==> config.mk <==
export PLATFORM = sky130hd
export DESIGN_NAME = wb_stage_buf
export DESIGN_NICKNAME = d
export VERILOG_FILES = /design/src/rtl/wb_stage_buf.sv
export SDC_FILE = /design/constraint.sdc
export NUM_CORES = 1
export LEC_CHECK = 0
export CORE_MARGIN = 2
export CORE_UTILIZATION = 50
export DETAILED_ROUTE_END_ITERATION = 6
export GPL_TIMING_DRIVEN = 1
export PLACE_DENSITY = 0.86
export SKIP_CTS_REPAIR_TIMING = 1
export SYNTH_ARGS = -nofsm -noshare
export SYNTH_HDL_FRONTEND = slang
export SYNTH_SLANG_ARGS = --single-unit
==> constraint.sdc <==
create_clock -name clk -period 2.5 [get_ports clk]
set_input_delay 0.625 -clock clk [delete_from_list [all_inputs] [get_ports clk]]
set_output_delay 0.625 -clock clk [all_outputs]
set_load 0.1 [all_outputs]
==> src/rtl/wb_stage_buf.sv <==
// Write-back stage: result select, rd=0 suppression, 2-entry skid buffer with
// valid/ready handshake, flush and retirement counter. Optional forwarding ports under WB_BYPASS_EN.
module wb_stage_buf #(
  parameter int DATA_W = 32,
  parameter int RD_W   = 5,
  parameter int CNT_W  = 16
) (
  input  logic              clk,
  input  logic              rst,
  input  logic              in_valid,
  output logic              in_ready,
  input  logic              in_reg_write,
  input  logic [1:0]        in_res_sel,
  input  logic [DATA_W-1:0] in_alu_res,
  input  logic [DATA_W-1:0] in_mem_data,
  input  logic [DATA_W-1:0] in_pc_plus4,
  input  logic [RD_W-1:0]   in_rd,
  input  logic              flush,
  output logic              out_valid,
  input  logic              out_ready,
  output logic              out_reg_write,
  output logic [RD_W-1:0]   out_rd,
  output logic [DATA_W-1:0] out_wb_data,
`ifdef WB_BYPASS_EN
  output logic              fwd_valid,
  output logic [RD_W-1:0]   fwd_rd,
  output logic [DATA_W-1:0] fwd_data,
  output logic              fwd2_valid,
  output logic [RD_W-1:0]   fwd2_rd,
  output logic [DATA_W-1:0] fwd2_data,
`endif
  output logic [CNT_W-1:0]  retired_cnt
);

  typedef enum logic [1:0] {EMPTY = 2'd0, ONE = 2'd1, FULL = 2'd2} state_e;

  state_e state_q, state_d;

  logic              head_we_q, skid_we_q;
  logic [RD_W-1:0]   head_rd_q, skid_rd_q;
  logic [DATA_W-1:0] head_data_q, skid_data_q;
  logic [CNT_W-1:0]  cnt_q;

  logic              cap_we;
  logic [DATA_W-1:0] cap_data;
  logic              accept, pop;

  // Capture-side result mux; reserved select yields a non-writing zero entry.
  always_comb begin
    cap_data = '0;
    case (in_res_sel)
      2'b00:   cap_data = in_alu_res;
      2'b01:   cap_data = in_mem_data;
      2'b10:   cap_data = in_pc_plus4;
      default: cap_data = '0;
    endcase
    cap_we = in_reg_write & (in_rd != '0) & (in_res_sel != 2'b11);
  end

  assign accept = in_valid & in_ready;
  assign pop    = out_valid & out_ready;

  always_ff @(posedge clk or negedge rst) begin
    if (!rst) state_q <= EMPTY;
    else      state_q <= state_d;
  end

  always_comb begin
    state_d = state_q;
    if (flush) begin
      state_d = EMPTY;
    end else begin
      case (state_q)
        EMPTY:   if (accept) state_d = ONE;
        ONE:     if (accept && !pop) state_d = FULL;
                 else if (pop && !accept) state_d = EMPTY;
        FULL:    if (pop) state_d = ONE;
        default: state_d = EMPTY;
      endcase
    end
  end

  // Handshake outputs depend on registered state only.
  always_comb begin
    out_valid = (state_q != EMPTY);
    in_ready  = (state_q != FULL);
  end

  always_ff @(posedge clk or negedge rst) begin
    if (!rst) begin
      head_we_q   <= 1'b0;
      head_rd_q   <= '0;
      head_data_q <= '0;
      skid_we_q   <= 1'b0;
      skid_rd_q   <= '0;
      skid_data_q <= '0;
    end else if (flush) begin
      head_we_q <= 1'b0;
      skid_we_q <= 1'b0;
    end else begin
      if ((state_q == EMPTY && accept) || (state_q == ONE && accept && pop)) begin
        head_we_q   <= cap_we;
        head_rd_q   <= in_rd;
        head_data_q <= cap_data;
      end else if (state_q == FULL && pop) begin
        head_we_q   <= skid_we_q;
        head_rd_q   <= skid_rd_q;
        head_data_q <= skid_data_q;
      end
      if (state_q == ONE && accept && !pop) begin
        skid_we_q   <= cap_we;
        skid_rd_q   <= in_rd;
        skid_data_q <= cap_data;
      end
    end
  end

  // A pop in a flush cycle still retires.
  always_ff @(posedge clk or negedge rst) begin
    if (!rst)                   cnt_q <= '0;
    else if (pop && head_we_q)  cnt_q <= cnt_q + {{(CNT_W-1){1'b0}}, 1'b1};
  end

  assign out_reg_write = head_we_q;
  assign out_rd        = head_rd_q;
  assign out_wb_data   = head_data_q;
  assign retired_cnt   = cnt_q;

`ifdef WB_BYPASS_EN
  assign fwd_valid  = out_valid & head_we_q;
  assign fwd_rd     = fwd_valid ? head_rd_q : '0;
  assign fwd_data   = fwd_valid ? head_data_q : '0;
  assign fwd2_valid = (state_q == FULL) & skid_we_q;
  assign fwd2_rd    = fwd2_valid ? skid_rd_q : '0;
  assign fwd2_data  = fwd2_valid ? skid_data_q : '0;
`endif

endmodule

# Word level (Yosys, flattened, before mapping)
# Index checks and enable logic that the tools add are counted.
[word_totals]
ff_bits = 94
input_bits = 109
[classes]
addsub = 1
n_eq_ne = 9
n_mux = 16
bitwise_logic = 5
n_reduce_logical = 21
[op_table]
columns = ["op", "n"]
rows = [
  ["32-bit case mux with 3 select lines", 1],
  ["32-bit two-way mux", 2],
  ["16-bit by 1-bit adder with 16-bit output, second input constant", 1],
  ["2-bit two-way mux", 5],
  ["5-bit two-way mux", 2],
  ["1-bit logical AND", 8],
  ["3-bit != test, second input constant", 2],
  ["2-bit case mux with 3 select lines", 1],
  ["2-bit nonzero test", 3],
  ["1-bit two-way mux", 5],
  ["5-bit nonzero test", 1],
  ["1-bit AND", 4],
  ["2-bit by 1-bit == test with 1-bit output, second input constant", 2],
  ["2-bit == test, second input constant", 2],
  ["2-bit logical NOT", 2],
  ["2-bit != test, second input constant", 2],
  ["4-bit != test, second input constant", 1],
  ["2-bit AND reduction", 2],
  ["3-bit AND reduction", 1],
  ["3-bit nonzero test", 1],
  ["1-bit logical NOT", 2],
  ["1-bit logical OR", 1],
  ["1-bit NOT", 1],
]

# Longest topological paths before layout
# Gate-level depths: netlist of run 1.
[depth]
word_depth = 8
ltp_mapped = 8

# Least setup slack after synthesis of run 1
# OpenSTA, ideal clock, no wires.
[synth_path]
kind = "register to register"
start = "register cnt_q[2], in the netlist retired_cnt[2]"
end = "register cnt_q[11], in the netlist retired_cnt[11]"
arrival_ns = 2.072
required_time_ns = 2.342
setup_slack_ns = 0.270
stages_incl_launch_ff = 5
path_buffers = 0
synth_period_minus_slack_ns = 2.230
path_cell_list = "dfrtp_1 > nand4_1 > nor4_1 > nand4_1 > xnor2_1"
[synth_via]
elab_chain_len = 1
[synth_lines]
columns = ["item", "line_no", "text"]
rows = [
  ["start: declaration", "42", "logic [CNT_W-1:0] cnt_q;"],
  ["start signal: assignment", "121", "else if (pop && head_we_q) cnt_q <= cnt_q + {{(CNT_W-1){1'b0}}, 1'b1};"],
  ["16-bit by 1-bit adder with 16-bit output", "121", ""],
]
# Every way passes these cells.
# A chain may end at the register's enable or synchronous reset.

# Worst setup path after layout of run 1
[layout_path]
start = "input port out_ready"
end = "register skid_data_q[28]"
[layout_via]
elab_chain_len = 4
[layout_lines]
columns = ["item", "line_no", "text"]
rows = [
  ["start: declaration", "20", "input logic out_ready,"],
  ["1-bit AND", "61", "assign pop = out_valid & out_ready;"],
  ["1-bit logical NOT", "110", "if (state_q == ONE && accept && !pop) begin"],
  ["1-bit logical AND", "110", ""],
  ["2-bit AND reduction (no source line)", "n/a", ""],
  ["end signal: assignment", "113", "skid_data_q <= cap_data;"],
  ["end: declaration", "41", "logic [DATA_W-1:0] head_data_q, skid_data_q;"],
]
# Every way passes these cells.

==> out/metrics.csv, run 1 <==
metric,value,unit
arrival,2430,ps
r2r-end,skid_data_q[28]$_DFFE_PN0P_,
synth_nets,623,
die_area,10700,um^2
antenna_left,0,
yosys_warnings,0,
yosysTopAreaCell,dfrtp_1,
grt_pass1_vias,4675,
netlist_area,4930,um^2
setup_viol_count_final,0,
dr.pass1.iters,5,
layout_commonest_cell,clkdlybuf4s50_1,
hold_viol_final,0,
cts_root_buf,clkbuf_8,
period_needed,2170,ps
critical_path_class,in2reg,
clock_sinks,94,
place_congestion,0.842,
grt_pass1_wl,21.8,mm
synth.avg_cell_area,9.61,um^2
vias_per_cell,5.74,
cts_buffer_depth,2,
synth-edff-count,0,
r2r_start,state_q[0]$_DFFE_PN0P_,
rrSetupSlack,590,ps
pin_count,165,
power_density,870,nW/um^2
outcome,completed,
maxCapViolCount,0,
yosysSeqAreaShare,47.7,%
syn_inst,513,
maxSlewViolCount,0,
placed_cells_incl_taps,792,
skew,10.5,ps
vias,4636,
instances_no_fill,808,
cp-start-kind,input pin,
die_height,103,um
gr-total-overflow,0,
synth_top_area_share,47.7,%
async_flop_share,100,%
drt-wirelength-per-cell,17.1,um
crit_fanout,10,
slew-limit-headroom,63.8,%
holdWs,245,ps
cts_tree,built,
dp_hpwl,9.94,mm
rsz0062_at_grt,no,
path_clk_slew,90,ps
numPortBuffers,164,
antenna_cells,0,
drc,0,
leakage,3.00,nW
grt_antenna_before_repair,0,
vdd_drop_max,0.000636,V
die_w,103,um
grt_max_degree,49,
grt_usage,26.3,%
syn_to_final_growth,39.1,%
synth-seq-cells,94,
drive_gt1_share,19.3,%
final_cell_mix,"106 x clkdlybuf4s50_1, 99 x nor2_1, 94 x dfrtp_1",
routed_wirelength,13.8,mm
period_share,86.9,%
clk_latency,360,ps
synthFlopType,dfrtp_1,
worst_slew_pin_slew,543,ps
rows,36,
num-nets-final,780,
fin_tns_setup,0,ps
initial_core_util,50.9,%
max_clock_freq,460,MHz
required,2760,ps
hold_path.class,in2async,
drt_iter0_markers,201,
yosysUniqueCellTypes,45,
cts_buffers,9,
synthTopCellsByArea,"dfrtp_1 48%, nor2_1 7.5%, a21oi_1 6.7%",
htreeDepth,3,
core,9680,um^2
rr_worst_depth,6,
cp-end-kind,flop,
fin_ws,328,ps
pre_cts_slack,8.59,ps
==> how the worst max path moves through the flow <==
stage / start / cells past startpoint / endpoint
final: out_ready / 7 / skid_data_q[28]$_DFFE_PN0P_
after detailed placement: in_valid / 6 / out_wb_data[13]$_DFFE_PN0P_
after floorplan: retired_cnt[2]$_DFFE_PN0P_ / 4 / retired_cnt[11]$_DFFE_PN0P_
after global placement: out_ready / 7 / skid_data_q[5]$_DFFE_PN0P_
after global routing: out_ready / 7 / skid_data_q[28]$_DFFE_PN0P_
after CTS: out_ready / 7 / skid_data_q[28]$_DFFE_PN0P_
==> state kept, by name, summed over array words and instances, names as in the netlist <==
name           flops
skid_data_q       32
skid_we_q          1
out_reg_write      1
state_q            2
out_rd             5
skid_rd_q          5
retired_cnt       16
out_wb_data       32
==> through the flow <==
| stage | utilization (%) | total power (W) | area (um^2) |
|---|---|---|---|
| after floorplan | - | 0.00407 | 4930 |
| after global placement | 68.4 | 0.00476 | 6630 |
| after detailed placement | 68.4 | 0.00483 | 6630 |
| after CTS | 70.8 | 0.00598 | 6860 |
| after global routing | 70.8 | 0.00621 | 6860 |
| final | 70.8 | 0.00597 | 6860 |
==> cell usage after synthesis, types with 2 or more instances <==
master and number:
xor2_1 5, mux2_2 14, nor3_1 2, xnor2_1 10, nor2_1 99, nand2_1 12
a211oi_1 34, buf_8 2, a21oi_1 66, buf_6 3, nand3_1 4, o21ai_0 33
nand2b_1 3, buf_2 12, nand4_1 4, inv_1 2, o31ai_1 22, o211ai_1 2
clkbuf_1 24, and3_1 2, dfrtp_1 94, o31ai_2 10, mux2i_1 32
==> final cells by class <==
class / count / area [um^2]
clock buffer: 10 / 138
clock inverter: 6 / 92.6
fill: 739 / 2830
inverter: 2 / 7.51
multi-input combinational: 374 / 2360
sequential: 94 / 2350
tap: 133 / 166
timing repair buffer: 189 / 1740
==> logic make-up (layout without fill, tap and decap cells) <==
family	count (synthesis)	in the layout	share of synthesized area, %
AO/OA/AOI/OAI	173	173	22.6
AND/OR/NAND/NOR	138	138	12.1
XOR/XNOR	15	15	2.66
adder cells (fa/ha/maj)	1	1	0.254
buffers and inverters	45	207	4.75
multiplexers	47	47	9.92
flip-flops	94	94	47.7
==> worst max-delay path, stage by stage <==
cell	delay (ps)
clkdlybuf4s50_1	450
nand2b_1	250
buf_4	200
nor3_4	390
buf_4	260
nor2_1	60
a21oi_1	190
==> where the power goes <==
part | switching, W | internal, W
clock | 0.000558 | 0.000596
sequential | 0.000241 | 0.00188
combinational | 0.00194 | 0.000746
==> per-layer routing <==
metal	track usage (%)	part of all wire [%]	routed length, um
met1	32.4	41	5600
met2	46.6	52	7220
met3	4.23	5.1	710
met4	9.41	1.9	263
met5	0	0	0
Power figures use the tool's default switching activity.
==> run 2, diff against run 1 <==
--- a/config.mk
+++ b/config.mk
@@ -8,8 +8,9 @@
 export CORE_MARGIN = 2
 export CORE_UTILIZATION = 50
 export DETAILED_ROUTE_END_ITERATION = 6
+export DONT_BUFFER_PORTS = 1
+export GPL_ROUTABILITY_DRIVEN = 0
 export GPL_TIMING_DRIVEN = 1
-export PLACE_DENSITY = 0.86
 export SKIP_CTS_REPAIR_TIMING = 1
 export SYNTH_ARGS = -nofsm -noshare
 export SYNTH_HDL_FRONTEND = slang
==> run 2 against run 1 <==
  * The flow now finishes with violations (negative hold slack)
  * Register-to-register slack worse by 340 ps
  * Die area unchanged
  * Via count down 16%
  * Routed wire length down 12%
  * Clock-buffer cell count up 1
  * Maximum frequency down 3.7%
  * Final cell count down 16%
==> out/metrics.csv, run 2 (synthesized netlist as in run 1, its figures left out) <==
metric,value,unit
rsz0062_at_grt,no,
grt_usage,23.1,%
pin_count,165,
fin_ws,246,ps
cp-start-kind,flop,
critical_path_class,reg2reg,
setup_viol_count_final,0,
antenna_left,0,
hold_viol_final,94,
core,9680,um^2
rows,36,
die_height,103,um
cts_tree,built,
gr-total-overflow,0,
required,2750,ps
fillers,867,
outcome,"finished, violations left",
violations,negative hold slack,
path_clk_slew,90,ps
htreeDepth,3,
dr.pass1.iters,4,
cts_buffer_depth,2,
crit_fanout,37,
drc,0,
multi_input_area,2360,um^2
vdd_drop_max,0.000474,V
period_needed,2250,ps
power_density,1010,nW/um^2
vias_per_cell,5.78,
num-nets-final,651,
slew-limit-headroom,31.7,%
clock_sinks,94,
drt_iter0_markers,146,
instances_no_fill,678,
grt_util_met3,6.52,%
die_w,103,um
layout_commonest_cell,nor2_1,
grt_antenna_before_repair,0,
clk_latency,360,ps
drive_gt1_share,19.3,%
grt_max_degree,95,
routed_wirelength,12.1,mm
fin_tns_setup,0,ps
initial_core_util,50.9,%
antenna_cells,0,
worst_slew_pin_slew,1020,ps
grt_pass1_wl,18.8,mm
skew,10.6,ps
seqCellArea,2350,um^2
pre_cts_slack,180,ps
placed_cells_incl_taps,663,
maxCapViolCount,0,
leakage,2.47,nW
top_usage_layer,met2,
final_cell_mix,"99 x nor2_1, 94 x dfrtp_1, 66 x a21oi_1",
met1_usage,29.9,%
die_area,10700,um^2
holdWs,-46.4,ps
numPortBuffers,0,
cts_root_buf,clkbuf_8,
grt_pass1_vias,3806,
syn_to_final_growth,13.2,%
vias,3916,
max_clock_freq,444,MHz
drt-wirelength-per-cell,17.9,um
hold_path.class,in2async,
met2_usage,37.7,%
maxSlewViolCount,0,
cp-end-kind,flop,
dp_hpwl,7.82,mm
period_share,90.2,%
arrival,2500,ps
cts_buffers,9,
==> run 2: cell types whose count changed in the layout (fill, tap and decap cells not counted), sizes merged <==
cell	delta
buf	-23
bufinv	+1
clkbuf	+1
clkdlybuf4s50	-106
clkinvlp	-2
inv	-1
==> run 2: through the flow <==
step           util (%)  cell area (um^2)  power [W]  hold slack [ps]
2_1_floorplan         -              4930    0.00407              329
3_3_place_gp       55.2              5350    0.00443              332
3_5_place_dp       55.2              5350    0.00448              333
4_1_cts            57.7              5580    0.00569            -61.8
5_1_grt            57.7              5580    0.00592            -75.7
6_report           57.7              5580    0.00565            -46.4
==> run 2: final cells by class <==
cell class	instances	area share [%]
clock buffers	11	2.53
clock inverters	4	1.70
inverters	2	0.134
multi-input cells	374	42.2
flip-flops and latches	94	42.1
well taps	133	2.98
repair buffers	60	8.29
==> run 2: final timing paths <==
kind / startpoint / end / slack, ps / depth (start not counted)
min in group clk: out_ready / state_q[1]$_DFFE_PN0P_ / 320 / 1
worst min register to register: retired_cnt[15]$_DFFE_PN0P_ / retired_cnt[15]$_DFFE_PN0P_ / 470 / 1
worst max register to register: state_q[1]$_DFFE_PN0P_ / out_rd[1]$_DFFE_PN0P_ / 250 / 4
worst min-delay path: rst / skid_we_q$_DFFE_PN0P_ / -50 / 0
worst max-delay path: state_q[1]$_DFFE_PN0P_ / out_rd[1]$_DFFE_PN0P_ / 250 / 4
max in group asynchronous: rst / skid_data_q[15]$_DFFE_PN0P_ / 2430 / 0
==> run 2: worst max-delay path, stage by stage, from the launching register on <==
cell	delay [ps]
dfrtp_1	500
and3b_1	280
a21oi_4	120
or2_2	790
mux2_2	420
==> run 2: power breakdown <==
part	leakage, nW	internal (W)	switching, W
registers	1.17	0.00188	0.000411
logic	1.18	0.000540	0.00161
clock network	0.119	0.000686	0.000523
==> run 2: metal layers <==
metal | part of all wire [%] | wire length [um]
met1 | 42 | 5050
met2 | 49 | 5960
met3 | 8.4 | 1010
met4 | 0.70 | 85
met5 | 0 | 0
==> run 3, diff against run 2 <==
--- a/config.mk
+++ b/config.mk
@@ -5,7 +5,6 @@
 export SDC_FILE = /design/constraint.sdc
 export NUM_CORES = 1
 export LEC_CHECK = 0
-export CORE_MARGIN = 2
 export CORE_UTILIZATION = 50
 export DETAILED_ROUTE_END_ITERATION = 6
 export DONT_BUFFER_PORTS = 1
==> run 3 against run 2 <==
  * The flow still finishes with violations (negative hold slack)
  * Worst setup slack improved by 67 ps
  * Routed wire length is 2.6% lower
  * Largest cell class unchanged
  * Highest routed layer unchanged
  * Critical endpoint is now out_rd[3]$_DFFE_PN0P_
  * Sequential power about the same
==> out/metrics.csv, run 3 (synthesized netlist as in run 1, its figures left out) <==
metric,value,unit
drc,0,
grt_antenna_before_repair,0,
maxCapViolCount,0,
cts_tree,built,
final_core_util,59.2,%
rsz0062_at_grt,no,
outcome,"finished, violations left",
die_height,101,um
die_area,10300,um^2
slew-limit-headroom,36.6,%
pwr-share-comb,38.4,%
dpl-instance-area,5350,um^2
cp-end-kind,flop,
hold_viol_final,94,
gr-total-overflow,0,
crit_chain,"and3b_1, a21oi_4, or2_2, mux2_2",
syn_to_final_growth,13.1,%
r2r_start,state_q[1]$_DFFE_PN0P_,
internal-power,0.00301,W
numPortBuffers,0,
path_clk_slew,90,ps
p_sw_share,46.0,%
die_w,101,um
worst_slew_pin_slew,951,ps
cpPeakStageDelay,750,ps
drt-wirelength-per-cell,17.4,um
fin_ws,313,ps
core,9420,um^2
htreeDepth,3,
r2r-end,out_rd[3]$_DFFE_PN0P_,
final_cell_mix,"99 x nor2_1, 94 x dfrtp_1, 66 x a21oi_1",
hold_path.class,in2async,
antenna_cells,0,
finalInstanceArea,5580,um^2
cts_buffer_depth,2,
antenna_left,0,
violations,negative hold slack,
cts_root_buf,clkbuf_8,
num-nets-final,653,
dp_hpwl,7.78,mm
rows,35,
crit_fanout,37,
clock_sinks,94,
grt_pass1_wl,19.2,mm
netSwitchingPower,0.00257,W
p_total,0.00558,W
sequentialPowerShare,41.0,%
path_buf_inv,0,
drt_iter0_markers,131,
dr.pass1.iters,4,
holdWs,-47.8,ps
crit_family,simple AND/OR/NAND/NOR gates,
clk_latency,360,ps
cp_slowest_cell,or2_2,
power_density,1000,nW/um^2
max_clock_freq,457,MHz
vias_per_cell,5.80,
period_needed,2190,ps
maxSlewViolCount,0,
vias,3928,
cp-start-kind,flop,
grt_pass1_vias,3793,
period_share,87.5,%
arrival,2430,ps
required,2740,ps
skew,16.3,ps
vdd_drop_max,0.000473,V
grt_usage,24.3,%
power.share.clock,20.6,%
pre_cts_slack,149,ps
routed_wirelength,11.8,mm
critical_path_class,reg2reg,
cts_buffers,9,
rr_worst_depth,4,
initial_core_util,52.4,%
grt_max_degree,95,
layout_commonest_cell,nor2_1,
setup_viol_count_final,0,
fin_tns_setup,0,ps
pin_count,165,
leakage,2.46,nW
drive_gt1_share,19.9,%
rrSetupSlack,310,ps
run 3: cell types whose count changed in the layout (fill, tap and decap cells not counted):
cell / previous run / this run
buf_12: 1 / 0
inv_6: 0 / 1
bufinv_16: 3 / 2
clkinvlp_4: 0 / 2
clkbuf_1: 1 / 0
clkinv_4: 0 / 1
clkinv_2: 1 / 0
buf_4: 59 / 62
run 3: how the worst max path moves through the flow:
stage / from / depth (start not counted) / endpoint / slack (ps)
final: state_q[1]$_DFFE_PN0P_ / 4 / out_rd[3]$_DFFE_PN0P_ / 310
after global routing: state_q[1]$_DFFE_PN0P_ / 4 / out_rd[0]$_DFFE_PN0P_ / 180
after CTS: state_q[1]$_DFFE_PN0P_ / 4 / out_rd[3]$_DFFE_PN0P_ / 290
after detailed placement: out_ready / 4 / out_rd[3]$_DFFE_PN0P_ / 150
after global placement: out_ready / 4 / out_rd[4]$_DFFE_PN0P_ / 160
after floorplan: retired_cnt[2]$_DFFE_PN0P_ / 4 / retired_cnt[11]$_DFFE_PN0P_ / 270
run 3: area by class of cell:
cell class	count	area, um^2
flip-flops and latches	94	2350
multi-input cells	374	2360
fillers	833	3840
clock inverters	6	92.6
repair buffers	62	465
inverters	2	7.51
clock buffers	10	138
well taps	129	161
run 3: power groups by stage:
stage / sequential [W] / clock (W) / combinational (W)
after floorplan: 0.00340 / 0 / 0.000664
after global placement: 0.00231 / 0 / 0.00213
after detailed placement: 0.00232 / 0 / 0.00215
after CTS: 0.00229 / 0.00117 / 0.00215
after global routing: 0.00234 / 0.00124 / 0.00228
final: 0.00229 / 0.00115 / 0.00214
run 3: through the flow:
stage,instances,hold WS [ps]
finish,677,-47.8
global route,677,-75.4
CTS,677,-67.2
detailed placement,661,332
global placement,661,332
floorplan,513,329
run 3: worst register-to-register path: cells and delay by family, from the launching register on:
kind	cells	cell delay, ps
AND/OR/NAND/NOR	2	1040
flip-flops	1	500
multiplexers	1	420
AO/OA/AOI/OAI	1	120
run 3: routing by layer:
metal	vias up	routed length [um]	global-route usage (%)
met5	-	0	0
met2	129	5580	38.4
met3	13	818	6.69
li1	1897	-	-
met4	0	129	6.69
met1	1889	5270	33.0
